$ cat src/rtl/nonoverlap_clkgen_multi.sv
// rtl/nonoverlap_clkgen_multi.sv - counter-based non-overlapping NPH-phase clock generator
// Optional overlap guard with sticky FAULT output: define NOVL_CLKGEN_GUARD_EN.
module nonoverlap_clkgen_multi #(
    parameter int NPH       = 2,
    parameter int CW        = 8,
    parameter int SLOT_INIT = 16,
    parameter int DEAD_INIT = 4
) (
    input  logic           CLK_IN,
    input  logic           RST_IN,
    input  logic           EN,
    input  logic [CW-1:0]  CFG_SLOT,
    input  logic [CW-1:0]  CFG_DEAD,
    input  logic           CFG_VALID,
    output logic           CFG_READY,
    output logic           CFG_ERR,
    output logic [NPH-1:0] CLK_OUT_PH,
    output logic           CLK_OUT_MODL,
    output logic           FRAME_STB
`ifdef NOVL_CLKGEN_GUARD_EN
    ,
    output logic           FAULT
`endif
);
    localparam int SW = (NPH > 1) ? $clog2(NPH) : 1;

    typedef enum logic {IDLE = 1'b0, RUN = 1'b1} state_t;

    state_t         state;
    logic [SW-1:0]  slot;
    logic [CW-1:0]  cnt;
    logic [CW-1:0]  act_slot;
    logic [CW-1:0]  act_dead;
    logic [CW-1:0]  pend_slot;
    logic [CW-1:0]  pend_dead;
    logic           pend_valid;

    logic           xfer;
    logic           cfg_legal;
    logic           slot_end;
    logic           frame_end;
    logic           apply;
    logic           pend_next;
    logic [NPH-1:0] ph_dec;

    always_comb begin
        xfer      = CFG_VALID && CFG_READY;
        cfg_legal = (CFG_SLOT >= CW'(2)) && (CFG_DEAD < CFG_SLOT);
        slot_end  = (cnt == act_slot - CW'(1));
        frame_end = (state == RUN) && slot_end && (slot == SW'(NPH - 1));
        // New timing only ever takes effect between frames (or while idle).
        apply     = pend_valid && ((state == IDLE) || frame_end);
        pend_next = (pend_valid && !apply) || (xfer && cfg_legal);
        ph_dec    = '0;
        for (int k = 0; k < NPH; k++) begin
            ph_dec[k] = (state == RUN) && (slot == SW'(k)) && (cnt >= act_dead);
        end
    end

`ifdef NOVL_CLKGEN_GUARD_EN
    logic multi_hot;
    assign multi_hot = |(CLK_OUT_PH & (CLK_OUT_PH - NPH'(1)));
`endif

    always_ff @(posedge CLK_IN) begin
        if (RST_IN) begin
            state        <= IDLE;
            slot         <= '0;
            cnt          <= '0;
            act_slot     <= CW'(SLOT_INIT);
            act_dead     <= CW'(DEAD_INIT);
            pend_valid   <= 1'b0;
            pend_slot    <= '0;
            pend_dead    <= '0;
            CFG_READY    <= 1'b1;
            CFG_ERR      <= 1'b0;
            CLK_OUT_PH   <= '0;
            CLK_OUT_MODL <= 1'b0;
            FRAME_STB    <= 1'b0;
`ifdef NOVL_CLKGEN_GUARD_EN
            FAULT        <= 1'b0;
`endif
        end else begin
            case (state)
                IDLE: begin
                    slot <= '0;
                    cnt  <= '0;
                    if (EN) state <= RUN;
                end
                RUN: begin
                    if (frame_end) begin
                        slot <= '0;
                        cnt  <= '0;
                        if (!EN) state <= IDLE;
                    end else if (slot_end) begin
                        slot <= slot + SW'(1);
                        cnt  <= '0;
                    end else begin
                        cnt <= cnt + CW'(1);
                    end
                end
                default: state <= IDLE;
            endcase

            if (apply) begin
                act_slot <= pend_slot;
                act_dead <= pend_dead;
            end
            if (xfer && cfg_legal) begin
                pend_slot <= CFG_SLOT;
                pend_dead <= CFG_DEAD;
            end
            pend_valid <= pend_next;
            CFG_READY  <= !pend_next;
            CFG_ERR    <= xfer && !cfg_legal;

            CLK_OUT_MODL <= (state == RUN) && (slot < SW'(NPH / 2));
            FRAME_STB    <= (state == RUN) && (slot == '0) && (cnt == '0);
`ifdef NOVL_CLKGEN_GUARD_EN
            if (multi_hot) FAULT <= 1'b1;
            CLK_OUT_PH <= (FAULT || multi_hot) ? '0 : ph_dec;
`else
            CLK_OUT_PH <= ph_dec;
`endif
        end
    end
endmodule

$ cat config.mk
export PLATFORM = sky130hd
export DESIGN_NAME = nonoverlap_clkgen_multi
export DESIGN_NICKNAME = d
export VERILOG_FILES = /design/src/rtl/nonoverlap_clkgen_multi.sv
export SDC_FILE = /design/constraint.sdc
export NUM_CORES = 1
export LEC_CHECK = 0
export BUFFER_PORTS_ARGS = -buffer_cell sky130_fd_sc_hd__buf_2
export CORE_MARGIN = 5
export CORE_UTILIZATION = 25
export DETAILED_ROUTE_END_ITERATION = 16
export PLACE_DENSITY = 0.47
export SETUP_SLACK_MARGIN = 0.1
export SLEW_MARGIN = 20
export SYNTH_ARGS = -nofsm -noshare
export SYNTH_HDL_FRONTEND = slang
export SYNTH_SLANG_ARGS = --single-unit
$ cat constraint.sdc
create_clock -name CLK_IN -period 6.2 [get_ports CLK_IN]
set_input_delay 0.93 -clock CLK_IN [delete_from_list [all_inputs] [get_ports CLK_IN]]
set_output_delay 0.93 -clock CLK_IN [all_outputs]
set_load 0.01 [all_outputs]
==> flow_metrics.env, run 1 <==
export IMPL_drt_iter0_drc=73
export IMPL_core_um2=9330
export IMPL_arrival_ns=2.66
export IMPL_h_tree_depth=2
export IMPL_grt_max_degree=38
export IMPL_fmax_mhz=402
export IMPL_antenna_found_initial=0
export IMPL_power_leakage_nw=1.25
export IMPL_wire_per_inst_um=12.4
export IMPL_postRouteAntennaNets=0
export IMPL_fp_dieW_um=108
export IMPL_cts_num_sinks=49
export IMPL_synthAdderAreaFrac=0.0932
export IMPL_yosysWarnings=0
export IMPL_synth_distinct_cells=43
export IMPL_p_per_area_nw_per_um2=224
export IMPL_post_route_period_util=0.401
export IMPL_dpl_cell_count=401
export IMPL_synth_edf_count=0
export IMPL_reg2reg_to="act_dead[3]$_SDFFE_PP0P_"
export IMPL_dpl_worst_slack_ns=3.45
export IMPL_setup_viol=0
export IMPL_fillers=1004
export IMPL_grt_overflow=0
export IMPL_syn_area_um2=2420
export IMPL_postCtsSetupRepairBufs=0
export IMPL_slew_headroom=0.528
export IMPL_hold_viol_final=0
export IMPL_ys_ff_latch=49
export IMPL_grt_pass1_vias=1652
export IMPL_fin_util=0.296
export IMPL_yosys_area_share_simple=0.175
export IMPL_finalSetupTns_ns=0
export IMPL_vias_per_cell=4.35
export IMPL_layout_commonest_cell="dfxtp_1"
export IMPL_area_growth_syn_to_layout_pct=14.1
export IMPL_port_buffers=25
export IMPL_setup_slack_ns=3.71
export IMPL_diodes=0
export IMPL_start_util=0.259
export IMPL_clk_pin_slew_ns=0.09
export IMPL_postSynthCellCount=255
export IMPL_maxSlewViolCount=0
export IMPL_synth_top_cell_by_area="dfxtp_1"
export IMPL_ys_seq_area_frac=0.406
export IMPL_cts_root_buf="clkbuf_8"
export IMPL_final_min_clock_period_ns=2.49
export IMPL_cts_buffers=5
export IMPL_switchingPower_w=0.000162
export IMPL_synth_nets=293
export IMPL_synth_area_per_cell_um2=9.47
export IMPL_setup_worst_path_start_class="register"
export IMPL_routed_wl_mm=5.06
export IMPL_comb_power_share=0.124
export IMPL_routabilityCongestion=0.797
export IMPL_worst_hold_path_num_cells=2
export IMPL_synth_compound_area_frac=0.0813
export IMPL_synth_top_family_by_area="simple AND/OR/NAND/NOR gates"
export IMPL_route_detailed_drc=0
export IMPL_peakVddDrop_v=0.0000999
export IMPL_clock_power_share=0.330
export IMPL_status="completed"
export IMPL_finalNetCount=317
export IMPL_grt_total_usage=0.0917
export IMPL_ys_flop_type="dfxtp_1"
export IMPL_final_area_um2=2760
export IMPL_seq_area_um2=981
export IMPL_grt_pass1_wl_mm=8.32
export IMPL_worstMarginPinSlew_ns=0.709
export IMPL_rows=35
export IMPL_crit_required_ns=6.37
export IMPL_async_flop_share=0
export IMPL_io_pins=26
export IMPL_die_height_um=108
export IMPL_layout_common_cells="dfxtp_1, nor2_1, mux2i_1"
export IMPL_seq_power_share=0.546
export IMPL_cts_tree="yes"
export IMPL_holdCritStartpoint="act_dead[2]$_SDFFE_PP1P_"
export IMPL_cts_resized=0
export IMPL_dp_hpwl_mm=3.86
export IMPL_maxCapViolations=0
export IMPL_reg2reg_slack_ns=3.71
export IMPL_ff2ff_path_depth=10
export IMPL_fin_cells=409
export IMPL_fin_skew_ns=0.00651
export IMPL_dr_pass1_iters=4
export IMPL_cts_buffer_depth=2
export IMPL_multiInputGateArea_um2=1300
export IMPL_postPlaceCellArea_um2=2660
export IMPL_power_switching_share=0.262
export IMPL_r2r_start="act_slot[0]$_SDFFE_PP0P_"
export IMPL_num_vias=1780
export IMPL_p_int_w=0.000456
export IMPL_crit_type="reg -> reg"
export IMPL_die_area_um2=11700
export IMPL_hold_buffers=0
export IMPL_synth_area_mux_share=0.124
export IMPL_clkLatencyLatePin_ns=0.30
export IMPL_min_path_type="reg -> reg"
export IMPL_path_max_fanout=18
export IMPL_rsz0062_at_grt="false"
export IMPL_drive_gt1_frac=0.157
export IMPL_synth_top_area_frac=0.406
export IMPL_ys_top_cells_by_area="dfxtp_1, mux2i_1, ha_1"
export IMPL_yosys_area_share_xor_xnor=0.0616
export IMPL_end_kind="register"
export IMPL_holdPathEnd="act_dead[2]$_SDFFE_PP1P_"
==> logic make-up (layout without fill, tap and decap cells) <==
kind of cell | count (synthesis) | count (layout)
xor gates and xnor gates | 17 | 17
muxes | 30 | 30
AOI/OAI and AO/OA | 27 | 27
DFF | 49 | 49
adders and majority gates | 18 | 18
buffers and inverters | 31 | 56
and+or+nand+nor | 83 | 83
==> layer usage <==
metal	vias to the layer above	wire length (µm)	global-route usage
met1	834	2670	0.128
met3	8	193	0.0215
met4	0	77	0.0352
li1	912	-	-
met2	26	2110	0.136
met5	-	0	0
==> cells in the mapped netlist (2+ instances only) <==
| library cell | n |
|---|---|
| xnor2_1 | 8 |
| nor4_1 | 2 |
| ha_1 | 18 |
| nor3_2 | 3 |
| o21ai_0 | 3 |
| nor3_1 | 3 |
| a21oi_1 | 6 |
| a21o_1 | 3 |
| nand2b_1 | 3 |
| clkbuf_1 | 6 |
| inv_1 | 21 |
| a211oi_1 | 2 |
| nand3_1 | 5 |
| xor2_1 | 9 |
| buf_2 | 2 |
| dfxtp_1 | 49 |
| nor2b_1 | 5 |
| and3_1 | 4 |
| nand2_1 | 9 |
| nor2_1 | 41 |
| mux2i_1 | 30 |
| nor4b_1 | 2 |
==> worst max-delay path by stage <==
stage | startpoint | end | slack [ns] | cells past startpoint
after floorplan | CFG_SLOT[7] | pend_dead[6]$_SDFFE_PP0P_ | 3.54 | 9
after global placement | CFG_SLOT[1] | pend_dead[6]$_SDFFE_PP0P_ | 3.47 | 10
after detailed placement | CFG_SLOT[7] | pend_slot[1]$_SDFFE_PP0P_ | 3.45 | 9
after CTS | act_slot[0]$_SDFFE_PP0P_ | act_dead[0]$_SDFFE_PP0P_ | 3.69 | 10
after global routing | act_slot[0]$_SDFFE_PP0P_ | CFG_READY$_SDFF_PP1_ | 3.50 | 9
final | act_slot[0]$_SDFFE_PP0P_ | act_dead[3]$_SDFFE_PP0P_ | 3.71 | 10
==> through the flow <==
| step | total power (W) | hold slack, ns |
|---|---|---|
| 6_report | 0.000618 | 0.484 |
| 5_1_grt | 0.000654 | 0.516 |
| 4_1_cts | 0.000631 | 0.487 |
| 3_5_place_dp | 0.000423 | 0.475 |
| 3_3_place_gp | 0.000421 | 0.460 |
| 2_1_floorplan | 0.000400 | 0.445 |
==> registers in the layout (all words and copies together), names as in the netlist, 2 cells and up <==
name	count
act_dead	8
act_slot	8
pend_slot	8
cnt	8
pend_dead	8
CLK_OUT_PH	2
==> cell type report <==
cell class / count / area share
inverter: 21 / 0.0286
sequential: 49 / 0.356
clock buffer: 6 / 0.0300
multi-input combinational: 175 / 0.470
timing repair buffer: 27 / 0.0508
clock inverter: 2 / 0.00590
tap: 129 / 0.0586
==> power groups by stage <==
| stage | clock, W | combinational, W | sequential (W) |
|---|---|---|---|
| floorplan | 0 | 0.0000582 | 0.000342 |
| global placement | 0 | 0.0000767 | 0.000344 |
| detailed placement | 0 | 0.0000778 | 0.000345 |
| CTS | 0.000216 | 0.0000782 | 0.000337 |
| global route | 0.000227 | 0.0000879 | 0.000339 |
| finish | 0.000204 | 0.0000768 | 0.000337 |
==> worst max-delay path, cell delays in order (launching register included) <==
cell	delay [ns]
dfxtp_1	0.44
inv_1	0.07
ha_1	0.22
nor3b_2	0.20
a22o_1	0.25
or4_4	0.50
nand3_2	0.09
a41oi_2	0.11
buf_4	0.24
mux2i_1	0.17
nor2_1	0.05
Note: power is estimated with default switching activity, not from simulation.
==> run 2: changes to the inputs <==
--- a/config.mk
+++ b/config.mk
@@ -5,11 +5,12 @@
 export SDC_FILE = /design/constraint.sdc
 export NUM_CORES = 1
 export LEC_CHECK = 0
+export ABC_AREA = 1
 export BUFFER_PORTS_ARGS = -buffer_cell sky130_fd_sc_hd__buf_2
 export CORE_MARGIN = 5
 export CORE_UTILIZATION = 25
 export DETAILED_ROUTE_END_ITERATION = 16
-export PLACE_DENSITY = 0.47
+export PLACE_DENSITY = 0.46
 export SETUP_SLACK_MARGIN = 0.1
 export SLEW_MARGIN = 20
 export SYNTH_ARGS = -nofsm -noshare
==> constraint.sdc (replaced) <==
create_clock -name CLK_IN -period 2.55 [get_ports CLK_IN]
set_input_delay 0.3825 -clock CLK_IN [delete_from_list [all_inputs] [get_ports CLK_IN]]
set_output_delay 0.3825 -clock CLK_IN [all_outputs]
set_load 0.01 [all_outputs]
==> run 2 against run 1 <==
- area after synthesis grew 7.3%
- first-iteration DRC count increased by 40%
- hold slack worse by 0.23 ns
- via count up 23%
- worst setup slack worse by 3.2 ns
- final area increased by 5.3%
- non-clock buffer count is 1 higher
- sequential power rose to 2.5 times the previous value
- clock-buffer cell count down 1
- total power grew to 2.6 times the previous value
- final cell count up 26%
- largest cell class unchanged
- highest routed layer unchanged
==> flow_metrics.env, run 2 <==
export IMPL_cpPeakStageDelay_ns=0.40
export IMPL_vias_per_cell=4.25
export IMPL_cp_num_buf_inv=1
export IMPL_synth_edf_count=0
export IMPL_status="completed"
export IMPL_seq_power_share=0.528
export IMPL_maxSlewViolCount=0
export IMPL_ys_flop_type="dfxtp_1"
export IMPL_path_cells="inv_1 -> ha_1 -> xor2_1 -> nand3_1 -> nor2_1 -> nand2_1 -> nor2_4 -> nand3_4 -> nand2_4 -> nand3_1 -> nand2_1 -> nor2_1"
export IMPL_path_max_fanout=32
export IMPL_end_kind="register"
export IMPL_area_growth_syn_to_layout_pct=11.9
export IMPL_routed_wl_mm=5.90
export IMPL_rows=37
export IMPL_p_total_w=0.00161
export IMPL_slew_headroom=0.615
export IMPL_setup_worst_path_start_class="register"
export IMPL_switchingPower_w=0.000493
export IMPL_synth_top_area_frac=0.378
export IMPL_layout_commonest_cell="nand2_1"
export IMPL_hold_buffers=0
export IMPL_fp_dieW_um=112
export IMPL_grt_overflow=0
export IMPL_setup_slack_ns=0.471
export IMPL_postSynthCellCount=358
export IMPL_crit_slowest_cell="dfxtp_1"
export IMPL_setup_viol=0
export IMPL_grt_pass1_wl_mm=10.3
export IMPL_synth_nets=396
export IMPL_postCtsSetupRepairBufs=0
export IMPL_synth_top_cell_by_area="dfxtp_1"
export IMPL_cts_tree="yes"
export IMPL_clock_power_share=0.295
export IMPL_layout_common_cells="nand2_1, inv_1, dfxtp_1"
export IMPL_yosys_top_cells_count="nand2_1, inv_1, dfxtp_1"
export IMPL_dp_hpwl_mm=4.44
export IMPL_cts_num_sinks=49
export IMPL_p_int_w=0.00112
export IMPL_core_um2=10200
export IMPL_ys_top_cells_by_area="dfxtp_1, nand2_1, ha_1"
export IMPL_drive_gt1_frac=0.124
export IMPL_start_util=0.253
export IMPL_maxCapViolations=0
export IMPL_finalNetCount=418
export IMPL_hold_viol_final=0
export IMPL_critPathTopFamily="simple AND/OR/NAND/NOR gates"
export IMPL_ys_ff_latch=49
export IMPL_finalSetupTns_ns=0
export IMPL_cts_resized=0
export IMPL_yosysWarnings=0
export IMPL_dpl_worst_slack_ns=0.462
export IMPL_clkLatencyLatePin_ns=0.31
export IMPL_fin_skew_ns=0.00778
export IMPL_clk_pin_slew_ns=0.10
export IMPL_fmax_mhz=481
export IMPL_diodes=0
export IMPL_h_tree_depth=2
export IMPL_synth_distinct_cells=33
export IMPL_grt_max_degree=34
export IMPL_die_area_um2=12500
export IMPL_postRouteAntennaNets=0
export IMPL_ys_seq_area_frac=0.378
export IMPL_comb_power_share=0.178
export IMPL_io_pins=26
export IMPL_wire_per_inst_um=11.4
export IMPL_cts_buffers=5
export IMPL_syn_area_um2=2590
export IMPL_final_min_clock_period_ns=2.08
export IMPL_grt_pass1_vias=2134
export IMPL_num_vias=2195
export IMPL_route_detailed_drc=0
export IMPL_port_buffers=25
export IMPL_rsz0062_at_grt="false"
export IMPL_power_switching_share=0.307
export IMPL_worstMarginPinSlew_ns=0.577
export IMPL_dr_pass1_iters=4
export IMPL_power_leakage_nw=1.31
export IMPL_grt_total_usage=0.101
export IMPL_crit_required_ns=2.76
export IMPL_antenna_found_initial=0
export IMPL_cts_buffer_depth=2
export IMPL_cts_root_buf="clkbuf_8"
export IMPL_peakVddDrop_v=0.000214
export IMPL_synth_most_common_cell="nand2_1"
export IMPL_synth_area_per_cell_um2=7.24
export IMPL_p_per_area_nw_per_um2=555
export IMPL_arrival_ns=2.28
export IMPL_post_route_period_util=0.815
export IMPL_routabilityCongestion=0.823
export IMPL_crit_type="reg -> reg"
export IMPL_drt_iter0_drc=102
export IMPL_min_path_type="in -> reg"
export IMPL_hold_slack_ns=0.256
export IMPL_async_flop_share=0
export IMPL_die_height_um=112
run 2: changes by cell type in the layout (fill, tap and decap cells not counted), moves of 15 or more:
cell	delta
mux2i_1	-30
o21ai_0	+15
inv_1	+37
a21oi_1	+35
nand3_1	+28
nand2_1	+55
run 2: layer usage:
metal	GRT usage	vias up	wire [µm]
li1	-	1190	-
met1	0.136	955	3120
met2	0.153	39	2430
met3	0.0272	11	236
met4	0.0381	0	114
met5	0	-	0
run 2: logic make-up (layout without fill, tap and decap cells):
group | count (synthesis) | in the layout | synth area share
AND/OR/NAND/NOR | 148 | 148 | 0.258
AO/OA/AOI/OAI | 63 | 63 | 0.127
XOR/XNOR | 7 | 7 | 0.0265
flip-flops | 49 | 49 | 0.378
buffers and inverters | 73 | 95 | 0.123
adder cells (fa/ha/maj) | 18 | 18 | 0.0869
run 2: worst paths after layout:
path / from / endpoint / slack (ns) / depth (start not counted)
worst max register to register: act_slot[0]$_SDFFE_PP0P_ / act_dead[0]$_SDFFE_PP0P_ / 0.47 / 12
worst max-delay path: act_slot[0]$_SDFFE_PP0P_ / act_dead[0]$_SDFFE_PP0P_ / 0.47 / 12
worst min register to register: pend_slot[4]$_SDFFE_PP0P_ / pend_slot[4]$_SDFFE_PP0P_ / 0.46 / 2
worst min-delay path: RST_IN / state$_SDFF_PP0_ / 0.26 / 2
run 2: power by group through the flow:
stage / combinational, W / sequential [W] / clock [W]
finish: 0.000286 / 0.000849 / 0.000474
global route: 0.000334 / 0.000856 / 0.000528
CTS: 0.000289 / 0.000850 / 0.000495
detailed placement: 0.000288 / 0.000868 / 0
global placement: 0.000285 / 0.000867 / 0
floorplan: 0.000230 / 0.000857 / 0
run 2: layout make-up:
type                            count  area (µm²)
Timing Repair Buffer               28         148
Inverter                           60         225
Tap cell                          136         170
Multi-Input combinational cell    236        1290
Clock buffer                        5        68.8
Fill cell                        1135        7330
Sequential cell                    49         981
Clock inverter                      2        16.3
run 2: per-stage QoR:
step / instances / area (µm²) / utilization
floorplan: 358 / 2590 / -
global placement: 509 / 2820 / 0.275
detailed placement: 509 / 2820 / 0.275
CTS: 516 / 2900 / 0.284
global route: 516 / 2900 / 0.284
finish: 516 / 2900 / 0.284
==> run 3: changes to the inputs <==
==> constraint.sdc (replaced) <==
create_clock -name CLK_IN -period 2.17 [get_ports CLK_IN]
set_input_delay 0.3255 -clock CLK_IN [delete_from_list [all_inputs] [get_ports CLK_IN]]
set_output_delay 0.3255 -clock CLK_IN [all_outputs]
set_load 0.01 [all_outputs]
==> run 3 against run 2 <==
- clock power is 39% higher
- total power is 25% higher
- largest power group unchanged
- worst setup slack worse by 0.18 ns
- sequential share of layout area is 1.2 points lower
- flip-flop and latch count stayed put
- hold slack worse by 0.054 ns
- sequential power is 17% higher
- final area is 4.0% higher
- combinational power is 27% higher
- routed wire length is 0.58% lower
==> flow_metrics.env, run 3 (same netlist as run 2, synthesis figures left out) <==
export IMPL_status="completed"
export IMPL_setup_viol=0
export IMPL_port_buffers=25
export IMPL_use_met1=0.133
export IMPL_busiest_layer="met2"
export IMPL_vias_per_cell=4.30
export IMPL_layout_common_cells="nand2_1, inv_1, dfxtp_1"
export IMPL_grt_pass1_vias=2115
export IMPL_maxCapViolations=0
export IMPL_postRouteAntennaNets=0
export IMPL_dp_hpwl_mm=4.37
export IMPL_start_util=0.253
export IMPL_fin_cells=521
export IMPL_reg2reg_to="act_slot[4]$_SDFFE_PP1P_"
export IMPL_h_tree_depth=2
export IMPL_switchingPower_w=0.000570
export IMPL_layout_commonest_cell="nand2_1"
export IMPL_setup_slack_ns=0.289
export IMPL_route_detailed_drc=0
export IMPL_rsz0062_at_grt="false"
export IMPL_use_met3=0.0283
export IMPL_finalNetCount=423
export IMPL_ff2ff_path_depth=15
export IMPL_slew_headroom=0.665
export IMPL_core_um2=10200
export IMPL_seq_power_share=0.494
export IMPL_p_total_w=0.00201
export IMPL_grt_overflow=0
export IMPL_dpl_worst_slack_ns=0.120
export IMPL_holdCritStartpoint="RST_IN"
export IMPL_min_path_type="in -> reg"
export IMPL_dpl_cell_count=512
export IMPL_postCtsSetupRepairBufs=0
export IMPL_cts_root_buf="clkbuf_8"
export IMPL_wire_per_inst_um=11.3
export IMPL_seq_area_um2=985
export IMPL_power_switching_share=0.283
export IMPL_p_int_w=0.00144
export IMPL_cts_tree="yes"
export IMPL_fin_skew_ns=0.00705
export IMPL_path_max_fanout=8
export IMPL_routabilityCongestion=0.829
export IMPL_fp_dieW_um=112
export IMPL_routed_wl_mm=5.86
export IMPL_clk_pin_slew_ns=0.10
export IMPL_diodes=0
export IMPL_r2r_start="act_slot[0]$_SDFFE_PP0P_"
export IMPL_multiInputGateArea_um2=1350
export IMPL_crit_type="reg -> reg"
export IMPL_clkLatencyLatePin_ns=0.30
export IMPL_area_growth_syn_to_layout_pct=16.4
export IMPL_maxSlewViolCount=0
export IMPL_end_kind="register"
export IMPL_final_min_clock_period_ns=1.88
export IMPL_setup_worst_path_start_class="register"
export IMPL_peakVddDrop_v=0.000337
export IMPL_grt_max_degree=34
export IMPL_io_pins=26
export IMPL_hold_buffers=0
export IMPL_die_area_um2=12500
export IMPL_cts_num_sinks=49
export IMPL_fmax_mhz=532
export IMPL_cts_buffers=5
export IMPL_comb_power_share=0.180
export IMPL_rows=37
export IMPL_finalSetupTns_ns=0
export IMPL_antenna_found_initial=0
export IMPL_power_leakage_nw=1.37
export IMPL_dr_pass1_iters=4
export IMPL_reg2reg_slack_ns=0.29
export IMPL_crit_required_ns=2.35
export IMPL_post_route_period_util=0.867
export IMPL_clock_power_share=0.326
export IMPL_grt_pass1_wl_mm=9.78
export IMPL_die_height_um=112
export IMPL_drive_gt1_frac=0.153
export IMPL_hold_viol_final=0
export IMPL_grt_total_usage=0.0944
export IMPL_hold_slack_ns=0.202
export IMPL_num_vias=2240
export IMPL_fillers=1142
export IMPL_worstMarginPinSlew_ns=0.502
export IMPL_drt_iter0_drc=82
export IMPL_worst_hold_path_num_cells=2
export IMPL_arrival_ns=2.06
export IMPL_holdPathEnd="state$_SDFF_PP0_"
export IMPL_gr_usage_met2=0.141
export IMPL_cts_buffer_depth=2
export IMPL_p_per_area_nw_per_um2=668
==> run 3: through the flow <==
step	instance area, µm²	util
final	3020	0.295
after global placement	2850	0.279
after global routing	3020	0.295
after CTS	2970	0.290
after floorplan	2590	-
after detailed placement	2850	0.279
==> run 3: area by class of cell <==
class	instances	area share
multi-input combinational	238	0.447
tap	136	0.0564
clock buffer	5	0.0228
clock inverter	2	0.0129
inverter	60	0.0746
sequential	49	0.326
timing repair buffer	31	0.0605
==> run 3: worst max path at each step <==
stage,start,end,slack [ns],cells past startpoint
after floorplan,act_slot[0]$_SDFFE_PP0P_,act_dead[7]$_SDFFE_PP0P_,0.36,13
after global placement,act_slot[0]$_SDFFE_PP0P_,act_slot[7]$_SDFFE_PP0P_,0.15,15
after detailed placement,act_slot[1]$_SDFFE_PP0P_,act_slot[4]$_SDFFE_PP1P_,0.12,15
after CTS,act_slot[1]$_SDFFE_PP0P_,act_slot[4]$_SDFFE_PP1P_,0.19,15
after global routing,act_slot[1]$_SDFFE_PP0P_,act_slot[4]$_SDFFE_PP1P_,0.09,12
final,act_slot[0]$_SDFFE_PP0P_,act_slot[4]$_SDFFE_PP1P_,0.29,15
==> run 3: repair_timing <==
| action | CTS | global route |
|---|---|---|
| setup endpoints to repair | 1 | 16 |
| endpoints found under the hold margin | 0 | 0 |
| gates resized for setup | 1 | 9 |
| pin swaps | 0 | 4 |
| cloned | 0 | 2 |
==> run 3: layer usage <==
metal / wire (µm) / share of wire / up-vias
met5: 0 / 0 / -
met4: 82 / 0.014 / 0
met2: 2490 / 0.42 / 40
met3: 210 / 0.036 / 7
met1: 3080 / 0.53 / 994
li1: - / - / 1199
==> run 3: power groups by stage <==
stage | clock (W) | combinational, W | sequential (W)
after floorplan | 0 | 0.000271 | 0.00101
after global placement | 0 | 0.000353 | 0.00101
after detailed placement | 0 | 0.000356 | 0.00101
after CTS | 0.000680 | 0.000358 | 0.000992
after global routing | 0.000724 | 0.000423 | 0.00100
final | 0.000657 | 0.000363 | 0.000995
==> run 3: critical path, stage by stage, from the launching register on <==
cell	delay, ns
dfxtp_2	0.33
inv_2	0.07
ha_4	0.15
inv_1	0.04
nand2_1	0.06
nand2_1	0.06
nand2_1	0.05
nand3_1	0.09
nor2_1	0.13
nand2_1	0.10
nor2_4	0.15
nand3_4	0.17
nand2_8	0.15
nand2_1	0.07
nand2_1	0.07
nand3_1	0.07
